File: src/rtl/key_debounce.sv
// Pushbutton debouncer: two-flop synchronizer followed by a four-state stability FSM.
// Emits a registered debounced level plus one-cycle press/release pulses.
module key_debounce #(
    parameter int unsigned STABLE_CYCLES = 50000,
    parameter int unsigned CNT_W         = 16
) (
    input  logic clk,
    input  logic reset,
    input  logic key_n,
    output logic out,
    output logic press_pulse,
    output logic release_pulse
);

    typedef enum logic [1:0] {
        RELEASED     = 2'd0,
        PRESS_WAIT   = 2'd1,
        PRESSED      = 2'd2,
        RELEASE_WAIT = 2'd3
    } state_e;

    localparam logic [CNT_W-1:0] CNT_LAST = CNT_W'(STABLE_CYCLES - 1);

    logic       sync1_q;
    logic       sync2_q;
    logic       key_sync;
    state_e     state_q;
    state_e     state_d;
    logic [CNT_W-1:0] cnt_q;
    logic [CNT_W-1:0] cnt_d;
    logic       out_q;
    logic       out_d;
    logic       press_q;
    logic       press_d;
    logic       release_q;
    logic       release_d;

    // Synchronizer resets to the released level so a held key is seen afresh.
    always_ff @(posedge clk) begin
        if (reset) begin
            sync1_q <= 1'b1;
            sync2_q <= 1'b1;
        end else begin
            sync1_q <= key_n;
            sync2_q <= sync1_q;
        end
    end

    assign key_sync = ~sync2_q;

    // State, counter and output registers all update on the same edge.
    always_ff @(posedge clk) begin
        if (reset) begin
            state_q   <= RELEASED;
            cnt_q     <= '0;
            out_q     <= 1'b0;
            press_q   <= 1'b0;
            release_q <= 1'b0;
        end else begin
            state_q   <= state_d;
            cnt_q     <= cnt_d;
            out_q     <= out_d;
            press_q   <= press_d;
            release_q <= release_d;
        end
    end

    always_comb begin
        state_d = state_q;
        cnt_d   = cnt_q;
        unique case (state_q)
            RELEASED: begin
                if (key_sync) begin
                    state_d = PRESS_WAIT;
                    cnt_d   = '0;
                end
            end
            PRESS_WAIT: begin
                if (!key_sync) begin
                    state_d = RELEASED;
                end else if (cnt_q == CNT_LAST) begin
                    state_d = PRESSED;
                end else begin
                    cnt_d = cnt_q + CNT_W'(1);
                end
            end
            PRESSED: begin
                if (!key_sync) begin
                    state_d = RELEASE_WAIT;
                    cnt_d   = '0;
                end
            end
            RELEASE_WAIT: begin
                if (key_sync) begin
                    state_d = PRESSED;
                end else if (cnt_q == CNT_LAST) begin
                    state_d = RELEASED;
                end else begin
                    cnt_d = cnt_q + CNT_W'(1);
                end
            end
            default: begin
                state_d = RELEASED;
                cnt_d   = '0;
            end
        endcase
    end

    // Outputs derived from the upcoming state so they register alongside it.
    always_comb begin
        out_d     = (state_d == PRESSED) || (state_d == RELEASE_WAIT);
        press_d   = (state_q == PRESS_WAIT) && (state_d == PRESSED);
        release_d = (state_q == RELEASE_WAIT) && (state_d == RELEASED);
    end

    assign out           = out_q;
    assign press_pulse   = press_q;
    assign release_pulse = release_q;

endmodule

File: config.mk
export PLATFORM = sky130hd
export DESIGN_NAME = key_debounce
export DESIGN_NICKNAME = d
export VERILOG_FILES = /design/src/rtl/key_debounce.sv
export SDC_FILE = /design/constraint.sdc
export NUM_CORES = 1
export LEC_CHECK = 0
export CAP_MARGIN = 0
export CORE_MARGIN = 3
export CORE_UTILIZATION = 51
export CTS_BUF_LIST = sky130_fd_sc_hd__clkbuf_8 sky130_fd_sc_hd__clkbuf_16
export DETAILED_ROUTE_END_ITERATION = 8
export PLACE_DENSITY_LB_ADDON = 0.2
export SETUP_SLACK_MARGIN = 0.15
export SYNTH_ARGS = -nofsm -noshare
export SYNTH_HDL_FRONTEND = slang
export SYNTH_SLANG_ARGS = --single-unit
File: constraint.sdc
create_clock -name clk -period 1.65 [get_ports clk]
set_clock_uncertainty 0.1 [all_clocks]
set_input_delay 0.495 -clock clk [delete_from_list [all_inputs] [get_ports clk]]
set_output_delay 0.495 -clock clk [all_outputs]
set_load 0.01 [all_outputs]
==> flow_metrics.tcl <==
set metrics [dict create \
    cp_max_fo 4 \
    ff2ff_path_depth 5 \
    cts_tree "built" \
    synth-seq-area-share_pct 43.1 \
    hold_path.class "flip-flop to flip-flop" \
    fin_nets 157 \
    ir_drop_mv 0.643 \
    holdBufCountCts 0 \
    core_um2 1800 \
    critPathKind "flip-flop to flip-flop" \
    violations "negative setup slack" \
    status "finished with violations" \
    period_needed_ns 1.75 \
    max_freq_mhz 571 \
    numPortBuffers 5 \
    drive_gt1_share_pct 53.3 \
    netlist_instances 115 \
    critical_path.endpoint_type "flip-flop" \
    synth_area_per_cell_um2 8.89 \
    path_cells "or4bb_4 -> nor3_4 -> buf_6 -> a21oi_4 -> a211oi_2" \
    grt_max_degree 13 \
    synth_edf_count 0 \
    finalCritPeriodShare_pct 106 \
    die_width_um 50.8 \
    cp_slowest_cell "or4bb_4" \
    root_buffer "clkbuf_8" \
    synthArstFlopShare_pct 0 \
    grtUsageTotal_pct 29.1 \
    area_growth_pct 58.4 \
    nFillCells 80 \
    tightest_slew_ns 0.359 \
    crit_cells 5 \
    n_antenna_cell 0 \
    die_area_um2 2580 \
    ant_nets 0 \
    overflow 0 \
    clk_latency_ns 0.27 \
    dr.first_iter.drc_count 82 \
    reg2reg_from "cnt_q[4]" \
    placedCellCount 162 \
    r2r_end "cnt_q[13]" \
    post-route-drc-count 0 \
    power.leakage_nw 0.588 \
    initial_core_util_pct 56.7 \
    ys.flop_type "dfxtp_1" \
    yosysWarnings 0 \
    ys_types 33 \
    crit_family "simple AND/OR/NAND/NOR gates" \
    drt_wl_total_mm 3.93 \
    worstPathArrival_ns 1.84 \
    cts_buffers 3 \
    gp_congestion 0.854 \
    syn-num-nets 119 \
    final_area_um2 1620 \
    required_ns 1.74 \
    pin_count 6 \
    slowest_delay_ns 0.54 \
    antenna_found_initial 0 \
    drt-vias-per-instance 6.63 \
    setup_viol 11 \
    cp-startpoint "cnt_q[4]" \
    synth-seq-cells 22 \
    fin_util_pct 89.9 \
    clockBufferDepth 2 \
    final_cells 177 \
    power_per_cell_area_nw_per_um2 586 \
    die_y_um 50.8 \
    tns_ns -0.652 \
    grt_pass1_wl_mm 5.66 \
    syn_area_um2 1020 \
    rsz0062_at_grt "true" \
    vias 1174 \
    placed_cell_area_um2 1300 \
    final.setup.worst_slack_ns -0.101 \
    critPathBufInv 1 \
    drtPass1Iterations 4 \
    power_mw 0.949 \
    endpoint "cnt_q[13]" \
    grt_pass1_vias 1124 \
    rows 15 \
    relSlewSlack_pct 75.9 \
    htreeDepth 1 \
    maxCapViolCount 0 \
    maxSlewViolCount 0 \
    wl_per_cell_um 22.2 \
    dp_hpwl_mm 1.87 \
    cts.sinks 22 \
    hold_viol_final 0 \
    path_clk_slew_ns 0.08 \
    rrSetupSlack_ns -0.10 \
    start_kind "flip-flop" \
]
cells by family after synthesis:
| family | Yosys count | share of synthesized area [%] |
|---|---|---|
| AOI/OAI and AO/OA | 25 | 15.2 |
| xor gates and xnor gates | 7 | 6.00 |
| adders and majority gates | 1 | 1.22 |
| buffers and inverters | 4 | 1.47 |
| DFF | 22 | 43.1 |
| muxes | 3 | 2.94 |
| and+or+nand+nor | 53 | 30.1 |
worst min path at each step:
stage	start	end	slack, ns	depth (start not counted)
floorplan	sync1_q	sync2_q	0.29	1
CTS	sync1_q	sync2_q	0.32	1
global placement	sync1_q	sync2_q	0.30	1
finish	sync1_q	sync2_q	0.35	1
detailed placement	sync1_q	sync2_q	0.30	1
global route	sync1_q	sync2_q	0.36	1
sequential cells by signal, indices dropped and copies added, names as in the netlist:
name and flops:
cnt_q 16, state_q 2, press_pulse 1, release_pulse 1, sync1_q 1, sync2_q 1
routing by layer:
layer  GRT usage [%]  share of wire, %  up-vias
li1                -                 -      500
met1            35.8                42      565
met2            51.5                47       87
met3            3.86               8.2       22
met4            10.3               3.6        0
met5               0                 0        -
final cells by class:
| class | count | area [µm²] | share of cell area, % |
|---|---|---|---|
| multi-input combinational | 90 | 781 | 48.2 |
| clock buffer | 3 | 41.3 | 2.55 |
| inverter | 2 | 7.51 | 0.464 |
| sequential | 22 | 468 | 28.9 |
| tap | 25 | 31.3 | 1.93 |
| clock inverter | 1 | 3.75 | 0.232 |
| timing repair buffer | 34 | 287 | 17.7 |
per-stage QoR:
step           hold WS (ns)  setup WS [ns]
4_1_cts               0.322        -0.0504
3_5_place_dp          0.301         -0.117
6_report              0.348         -0.101
3_3_place_gp          0.296        -0.0544
5_1_grt               0.358         -0.171
2_1_floorplan         0.289         0.0804
cell usage after synthesis, drive strengths merged, types with 3 or more instances:
| master | n | area [µm²] |
|---|---|---|
| nand2b | 3 | 18.8 |
| dfxtp | 22 | 440 |
| o21ai | 6 | 30.0 |
| mux2i | 3 | 30.0 |
| nor2 | 6 | 25.0 |
| or4 | 3 | 22.5 |
| or3 | 4 | 25.0 |
| nor3 | 5 | 36.3 |
| nand4 | 6 | 37.5 |
| nand2 | 11 | 41.3 |
| a21oi | 10 | 50.1 |
| xnor2 | 5 | 43.8 |
| or2 | 3 | 18.8 |
power by group:
group / internal [mW] / switching (mW) / total, mW
logic: 0.0280 / 0.0339 / 0.0619
clock network: 0.167 / 0.184 / 0.350
registers: 0.530 / 0.00720 / 0.537
total: 0.724 / 0.225 / 0.949
cell usage in the layout (no fill, tap or decap), drive strengths merged, types with 2 or more instances in the layout:
cell type	instances
mux2i	3
clkdlybuf4s50	2
o31ai	2
xnor2	5
a2111o	2
and2	2
nand3	2
or4	3
inv	2
nand2	11
a21oi	10
nand2b	3
nor3	5
o21ai	6
xor2	2
nand3b	2
a211oi	2
nor2	7
clkbuf	3
nor4	2
dlygate4sd2	2
buf	30
or2	3
or3	4
nand4	6
dfxtp	22
worst register-to-register path, cell delays in order, from the launching register on:
cell	delay (ns)
dfxtp_2	0.35
or4bb_4	0.54
nor3_4	0.24
buf_6	0.16
a21oi_4	0.07
a211oi_2	0.21
what timing repair did:
item | CTS | global route
resized for setup | 31 | 21
endpoints found under the setup margin | 19 | 20
buffers inserted | 7 | 3
pin swaps | 13 | 7
gates cloned | 1 | 0
endpoints found under the hold margin | 0 | 0
No activity file was read; power rests on OpenSTA's default activity.
